<file path="config.mk">
export PLATFORM = sky130hd
export DESIGN_NAME = moore_step_counter
export DESIGN_NICKNAME = d
export VERILOG_FILES = /design/src/rtl/moore_step_counter_pkg.sv /design/src/rtl/moore_step_counter_state_reg.sv /design/src/rtl/moore_step_counter.sv
export SDC_FILE = /design/constraint.sdc
export NUM_CORES = 1
export LEC_CHECK = 0
export CAP_MARGIN = 15
export CELL_PAD_IN_SITES_DETAIL_PLACEMENT = 1
export CELL_PAD_IN_SITES_GLOBAL_PLACEMENT = 2
export CORE_AREA = 2 2 39 41
export CTS_BUF_LIST = sky130_fd_sc_hd__clkbuf_8
export DETAILED_ROUTE_END_ITERATION = 10
export DIE_AREA = 0 0 41 43
export PLACE_DENSITY = 0.64
export SKIP_LAST_GASP = 1
export SLEW_MARGIN = 0
export SYNTH_ARGS = -nofsm -noshare
export SYNTH_HDL_FRONTEND = slang
export SYNTH_SLANG_ARGS = --single-unit
export TNS_END_PERCENT = 5
</file>
<file path="constraint.sdc">
create_clock -name inputClk -period 1.4 [get_ports inputClk]
set_input_delay 0.28 -clock inputClk [delete_from_list [all_inputs] [get_ports inputClk]]
set_output_delay 0.28 -clock inputClk [all_outputs]
set_load 0.1 [all_outputs]
</file>
<file path="src/rtl/moore_step_counter_pkg.sv">
// Shared constants for the step counter: direction encoding and end-of-range mode.
package moore_step_counter_pkg;
  localparam logic DIR_UP    = 1'b1;
  localparam logic DIR_DOWN  = 1'b0;
  localparam int   MODE_WRAP = 1;
  localparam int   MODE_SAT  = 0;
endpackage

</file>
<file path="src/rtl/moore_step_counter_state_reg.sv">
// State register plus the previous-step-request flop, synchronous active-low reset.
module moore_step_counter_state_reg #(
  parameter int WIDTH = 2
) (
  input  logic             clk,
  input  logic             rst_n,
  input  logic [WIDTH-1:0] next_state,
  input  logic             s_in,
  output logic [WIDTH-1:0] state,
  output logic             s_prev
);
  // s_prev resets high so a request held through reset is not taken as a new edge.
  always_ff @(posedge clk) begin
    if (!rst_n) begin
      state  <= '0;
      s_prev <= 1'b1;
    end else begin
      state  <= next_state;
      s_prev <= s_in;
    end
  end
endmodule

</file>
<file path="src/rtl/moore_step_counter.sv">
// Moore step controller: steps once per sampled rising edge of inputS, with load priority
// and wrap or saturate behaviour at the ends; outputs decode registered state only.
module moore_step_counter
  import moore_step_counter_pkg::*;
#(
  parameter int WIDTH = 2,
  parameter int WRAP  = 1
) (
  input  logic             inputClk,
  input  logic             inputReset,
  input  logic             inputI,
  input  logic             inputS,
  input  logic             inputLoad,
  input  logic [WIDTH-1:0] inputData,
  output logic [WIDTH-1:0] outputB,
  output logic             outputMax,
  output logic             outputMin
);
  logic [WIDTH-1:0] state;
  logic [WIDTH-1:0] next_state;
  logic             s_prev;
  logic             step;
  logic             at_max;
  logic             at_min;

  assign step   = inputS & ~s_prev;
  assign at_max = &state;
  assign at_min = ~|state;

  // Load wins over step; a step coinciding with a load is dropped.
  always_comb begin
    next_state = state;
    if (inputLoad) begin
      next_state = inputData;
    end else if (step) begin
      if (inputI == DIR_UP) begin
        if (!(at_max && WRAP == MODE_SAT))
          next_state = state + WIDTH'(1);
      end else if (inputI == DIR_DOWN) begin
        if (!(at_min && WRAP == MODE_SAT))
          next_state = state - WIDTH'(1);
      end
    end
  end

  moore_step_counter_state_reg #(.WIDTH(WIDTH)) u_state_reg (
    .clk        (inputClk),
    .rst_n      (inputReset),
    .next_state (next_state),
    .s_in       (inputS),
    .state      (state),
    .s_prev     (s_prev)
  );

  assign outputB   = state;
  assign outputMax = at_max;
  assign outputMin = at_min;
endmodule

</file>
==> key figures, run 1 <==
Timing
  – Final Cycle Share: 0.8957
  – Relative slew slack: 0.8844
  – Max Transition Viols Final: 0
  – Clk_skew: between 0.003 and 0.004 ns
  – Endpoints failing hold: 0
  – Fin crit period: about 1.3 ns
  – PnR worst setup slack: 0.1460 ns
  – Final setup fails: 0
  – Worst Max-Slew Pin Slew: about 0.17 ns
  – Fmax: approximately 800 MHz
  – RSZ-0062 raised after global routing: false

Cells and area
  – N_diodes: 0
  – Layout area overhead: 149.6%
  – Number of fill cells in the layout: between 150 and 200
  – Multi-input gate area: between 90 and 100 um^2
  – Share of layout cells above drive strength 1: 0.3793
  – FF/Latch Area: 65.06 um^2
  – Number of nets in the layout: 37

GRT
  – Overall routing resource usage: 0.06206
  – Global route total overflow: 0
  – Pin count of the biggest net entering global routing: 6
  – Vias in the first global route: 163
  – First-pass GRT wire length: 641 um
  – Initial antenna violation count: 0

Synth
  – Synth Cell Area: between 100 and 150 um^2
  – Seq cells post-synth: 3
  – EDFF count, synth: 0
  – Post-synthesis sequential area ratio: 0.4103
  – Synth Warn #: 0
  – Count of different cell masters after synthesis: 10
  – Post-Syn Nets: 22
  – Avg Synthesized Cell Area: about 10 um^2
  – Yosys top cell area share: 0.4103
  – Area leader, netlist: dfxtp_1
  – Ys async rst share: 0
  – Cells after Synth: 15
  – Synth area leaders: dfxtp_1 (41%), nand2b_1 (17%), o211a_1 (6.8%), o311a_1 (6.8%), xnor2_1 (6.0%)
  – Synth cell count leaders: nand2b_1 (4), dfxtp_1 (3)
  – Most frequent cell after synthesis: nand2b_1
  – Predominant post-synthesis flop cell: dfxtp_1

Job
  – Max Cap Viol: 0

Routing
  – Drt pass-1 iters: 2
  – Drt drc: 0
  – Detail Route Antenna Nets: 0
  – Via/cell ratio: 3.422
  – Routed WL: between 400 and 500 um
  – Drt wl/cell: around 9.6 um
  – DR vias: 154
  – DR iter-0 viols: 2

Pwr
  – Pleak: between 0.15 and 0.2 nW
  – Maximum vdd drop: about 0.54 mV
  – PwrDens: about 1400 mW/mm^2
  – Tot Pwr: ~0.0005 W

Worst setup path
  – R2r endpoint: u_state_reg.state[1]
  – FF-to-FF setup slack: 0.27 ns
  – Slowest stage delay, CP: ~0.47 ns
  – Kind of critical path: primary input to flip-flop
  – Crit path arrival time: ~1.4 ns
  – FF-to-FF Start: u_state_reg.state[0]
  – Crit path max fanout: 2
  – Worst EP required: approximately 1.5 ns
  – CP Launch Type: primary input
  – CP cell instances: clkdlybuf4s50_1, xor2_1, nor3_1, o311a_1
  – Slowest CP cell: clkdlybuf4s50_1
  – CP endpoint kind: flip-flop
  – R2r worst-path depth: 3

Min path
  – Hold Crit Endpoint: u_state_reg.s_prev
  – Worst hold stages: 2
  – Worst min path class: primary input to flip-flop
  – HP Start: inputReset

Floorplan
  – Initial Utilization: 0.1058
  – Die ar.: approximately 0.0018 mm^2
  – # rows: 14
  – Die Wd: between 40 and 50 um
  – Die H: between 40 and 50 um
  – Placeable Area: 0.001384 mm^2
  – # IOs: 11

Clock tree
  – H-tree level count: 1
  – Worst-skew pair later-pin latency: ~0.22 ns
  – Post_cts resized: 0
  – Clock buffer depth: 2
  – Clock slew at reported path FFs: 0.03 ns
  – Root Buffer: clkbuf_8
  – Post-CTS setup buffer count: 0
  – CTS Buf Count: 3
  – Post-CTS Hold Fix Bufs: 0
  – Sinks on the clock net: 3
  – CTS tree: done

Run status
  – Status: finished clean

Placement
  – GP Congestion: 0.5720
  – Pre-CTS setup slack: -0.08058 ns
  – # port buffers: 10
==> worst max-delay path, delay by kind of cell <==
kind / cells / cell delay (ns)
AOI/OAI and AO/OA: 1 / 0.33
xor gates and xnor gates: 1 / 0.19
buffers and inverters: 1 / 0.47
and+or+nand+nor: 1 / 0.08
==> area by class of cell <==
class,instances,share of cell area
timing repair buffer,10,0.3836
multi-input combinational,12,0.2603
sequential,3,0.1781
clock buffer,3,0.1130
tap,16,0.05479
clock inverter,1,0.01027
==> flip-flops by register name, summed over array words and instances (netlist names) <==
register / flops
u_state_reg.state: 2
u_state_reg.s_prev: 1
==> metal layers <==
layer / track usage / vias up / wire, um
met5: 0 / - / 0
met4: 0.04000 / 0 / 0
met3: 0.06806 / 0 / 80
met2: 0.08125 / 14 / 188
met1: 0.05414 / 61 / 161
li1: - / 79 / -
==> placed cells by master, fill, tap and decap left out <==
master and count:
dfxtp_4 1, nor3_1 1, inv_1 1, clkbuf_8 3, dfxtp_2 1, o21a_1 1
xor2_1 1, o211a_1 1, o311a_1 1, nand2b_1 4, xnor2_1 1, clkdlybuf4s50_1 6
and2_4 1, nor2_4 1, dfxtp_1 1, buf_12 4
==> metrics by stage <==
| stage | TNS [ns] | hold slack (ns) | util | instances | cell area (um^2) |
|---|---|---|---|---|---|
| after floorplan | -0.002035 | 0.3530 | - | 15 | 160.2 |
| after global placement | -0.06992 | 0.6641 | 0.2315 | 41 | 320.3 |
| after detailed placement | -0.08058 | 0.6722 | 0.2315 | 41 | 320.3 |
| after CTS | 0 | 0.6292 | 0.2640 | 45 | 365.4 |
| after global routing | 0 | 0.6522 | 0.2640 | 45 | 365.4 |
| final | 0 | 0.6325 | 0.2640 | 45 | 365.4 |
==> cell families (layout without fill, tap and decap cells) <==
kind of cell    after synthesis  in the layout  synth area share
xor+xnor                      2              2            0.1197
flops                         3              3            0.4103
buf+inv                       0             14                 0
compound gates                3              3            0.1881
simple gates                  7              7            0.2820
==> where the power goes <==
group          internal [W]  leakage, nW  switching [W]
Combinational     0.0000623        0.102      0.0000831
Sequential        0.0000926       0.0259      0.0000113
Clock              0.000187       0.0269      0.0000578
==> worst max path at each step <==
stage / from / slack [ns] / to
6_report: inputI / 0.15 / u_state_reg.state[1]
5_1_grt: inputI / 0.07 / u_state_reg.state[1]
4_1_cts: inputI / 0.14 / u_state_reg.state[1]
3_5_place_dp: inputI / -0.08 / u_state_reg.state[1]
3_3_place_gp: inputI / -0.07 / u_state_reg.state[1]
2_1_floorplan: u_state_reg.state[1] / -0.002 / outputMax
Note: power is estimated with default switching activity, not from simulation.
==> run 2, diff against run 1 <==
- CTS_CLUSTER_DIAMETER: unset -> 200
- PLACE_DENSITY: 0.64 -> unset
- PLACE_DENSITY_LB_ADDON: unset -> 0.12
==> key figures, run 2 (same netlist as run 1, synthesis figures left out) <==
Run status
  – Status: finished clean

Cells and area
  – Commonest non-fill, non-tap cell in the layout: clkdlybuf4s50_1
  – N_diodes: 0 (unchanged)
  – Most frequent cells in the layout: clkdlybuf4s50_1 (6), nand2b_1 (4), buf_12 (4), clkbuf_8 (3)
  – Top Registers: u_state_reg.state: 2 flops, u_state_reg.s_prev: 1 flops
  – Number of fill cells in the layout: 160 (unchanged)
  – Layout area overhead: 149.6% (unchanged)
  – Final instance area: 365.4 um^2 (unchanged)
  – Share of layout cells above drive strength 1: 0.3793 (unchanged)
  – Max reg flops: 2 (unchanged)
  – Number of nets in the layout: 37 (unchanged)
  – Top reg by flops: u_state_reg.state

Timing
  – PnR worst setup slack: 0.1624 ns (+0.01642 ns)
  – Final Cycle Share: 0.8840 (-0.01173)
  – Fin crit period: 1.238 ns (-0.01642 ns)
  – Worst Max-Slew Pin Slew: 0.1759 ns (+0.003780 ns)
  – Max Transition Viols Final: 0 (unchanged)
  – Clk_skew: 0.003129 ns (-0.0006171 ns)
  – RSZ-0062 raised after global routing: false
  – Final setup fails: 0 (unchanged)
  – Relative slew slack: 0.8823 (-0.002034)
  – Hold WS: 0.6427 ns (+0.01026 ns)
  – Fmax: 808.0 MHz (+1.3%)
  – Endpoints failing hold: 0 (unchanged)

Min path
  – HP Start: inputReset
  – Worst min path class: primary input to flip-flop
  – Hold Crit Endpoint: u_state_reg.s_prev
  – Worst hold stages: 2 (unchanged)

GRT
  – First-pass GRT wire length: 690 um (+7.6%)
  – Initial antenna violation count: 0 (unchanged)
  – Pin count of the biggest net entering global routing: 6 (unchanged)
  – Global route total overflow: 0 (unchanged)
  – Vias in the first global route: 164 (+0.61%)
  – Overall routing resource usage: 0.06432 (+0.002260)

Routing
  – DR iter-0 viols: 1 (-1)
  – Routed WL: 411 um (-4.4%)
  – Detail Route Antenna Nets: 0 (unchanged)
  – Drt pass-1 iters: 2 (unchanged)
  – Via/cell ratio: 3.600 (+5.2%)
  – Drt drc: 0 (unchanged)
  – Drt wl/cell: 9.133 um (-4.4%)
  – DR vias: 162 (+5.2%)

Clock tree
  – Clock buffer depth: 2 (unchanged)
  – CTS Buf Count: 3 (unchanged)
  – Post-CTS Hold Fix Bufs: 0 (unchanged)
  – Post_cts resized: 0 (unchanged)
  – Clock slew at reported path FFs: 0.03 ns (about the same)
  – Root Buffer: clkbuf_8
  – Worst-skew pair later-pin latency: 0.21 ns (about the same)
  – H-tree level count: 1 (unchanged)
  – CTS tree: done
  – Post-CTS setup buffer count: 0 (unchanged)
  – Sinks on the clock net: 3 (unchanged)

Worst setup path
  – Kind of critical path: primary input to flip-flop
  – CP top delay family: buffers and inverters
  – FF-to-FF Start: u_state_reg.state[0]
  – Worst EP required: 1.50 ns (about the same)
  – Slowest stage delay, CP: 0.47 ns (about the same)
  – Crit path max fanout: 2 (unchanged)
  – FF-to-FF setup slack: 0.28 ns (about the same)
  – R2r endpoint: u_state_reg.state[1]
  – CP cell instances: clkdlybuf4s50_1, xor2_1, nor3_1, o311a_1
  – Crit path arrival time: 1.33 ns (-0.02 ns)
  – CP endpoint kind: flip-flop
  – Sum of buffers and inverters on the critical path: 1 (unchanged)
  – R2r worst-path depth: 3 (unchanged)
  – CP Launch Type: primary input
  – Slowest CP cell: clkdlybuf4s50_1

Pwr
  – PwrDens: 1343 mW/mm^2 (-0.65%)
  – Tot Pwr: 0.0004907 W (-0.65%)
  – Pleak: 0.1552 nW (unchanged)
  – Maximum vdd drop: 0.3151 mV (-41%)

Floorplan
  – Die ar.: 0.001763 mm^2 (unchanged)
  – # IOs: 11 (unchanged)
  – Die H: 43 um (unchanged)
  – Initial Utilization: 0.1058 (unchanged)
  – # rows: 14 (unchanged)
  – Die Wd: 41 um (unchanged)
  – Placeable Area: 0.001384 mm^2 (unchanged)

Placement
  – Pre-CTS setup slack: -0.06320 ns (+0.01737 ns)
  – GP Congestion: 0.6340 (+11%)
  – # port buffers: 10 (unchanged)
  – Placed cell areas: 320.3 um^2 (unchanged)

Job
  – Max Cap Viol: 0 (unchanged)
run 2: through the flow:
stage | util | TNS [ns] | cells
2_1_floorplan | - | -0.002035 | 15
3_3_place_gp | 0.2315 | -0.07973 | 41
3_5_place_dp | 0.2315 | -0.06320 | 41
4_1_cts | 0.2640 | 0 | 45
5_1_grt | 0.2640 | 0 | 45
6_report | 0.2640 | 0 | 45
run 2: final cells by class:
cell class / instances / area, um^2 / area share
Timing Repair Buffer: 10 / 140.1 / 0.3836
Multi-Input combinational cell: 12 / 95.09 / 0.2603
Sequential cell: 3 / 65.06 / 0.1781
Clock buffer: 3 / 41.29 / 0.1130
Tap cell: 16 / 20.02 / 0.05479
Clock inverter: 1 / 3.754 / 0.01027
run 2: worst max path at each step:
| stage | startpoint | to | slack (ns) | cells after the start |
|---|---|---|---|---|
| 4_1_cts | u_state_reg.state[1] | outputMax | 0.15 | 2 |
| 5_1_grt | inputI | u_state_reg.state[1] | 0.10 | 4 |
| 3_3_place_gp | inputI | u_state_reg.state[1] | -0.08 | 4 |
| 3_5_place_dp | inputI | u_state_reg.state[1] | -0.06 | 4 |
| 6_report | inputI | u_state_reg.state[1] | 0.16 | 4 |
| 2_1_floorplan | u_state_reg.state[1] | outputMax | -0.002 | 1 |
run 2: per-layer routing:
metal | track usage | share of wire | vias to the layer above | routed length [um]
met4 | 0.08000 | 0 | 0 | 0
met5 | 0 | 0 | - | 0
met3 | 0.03665 | 0.13 | 0 | 54
li1 | - | - | 80 | -
met2 | 0.08125 | 0.51 | 7 | 208
met1 | 0.06129 | 0.36 | 75 | 148
run 2: power breakdown:
part | total, W | switching (W) | leakage (nW) | internal [W]
registers | 0.000104 | 0.0000112 | 0.0259 | 0.0000926
clock network | 0.000242 | 0.0000553 | 0.0269 | 0.000186
logic | 0.000145 | 0.0000827 | 0.102 | 0.0000623
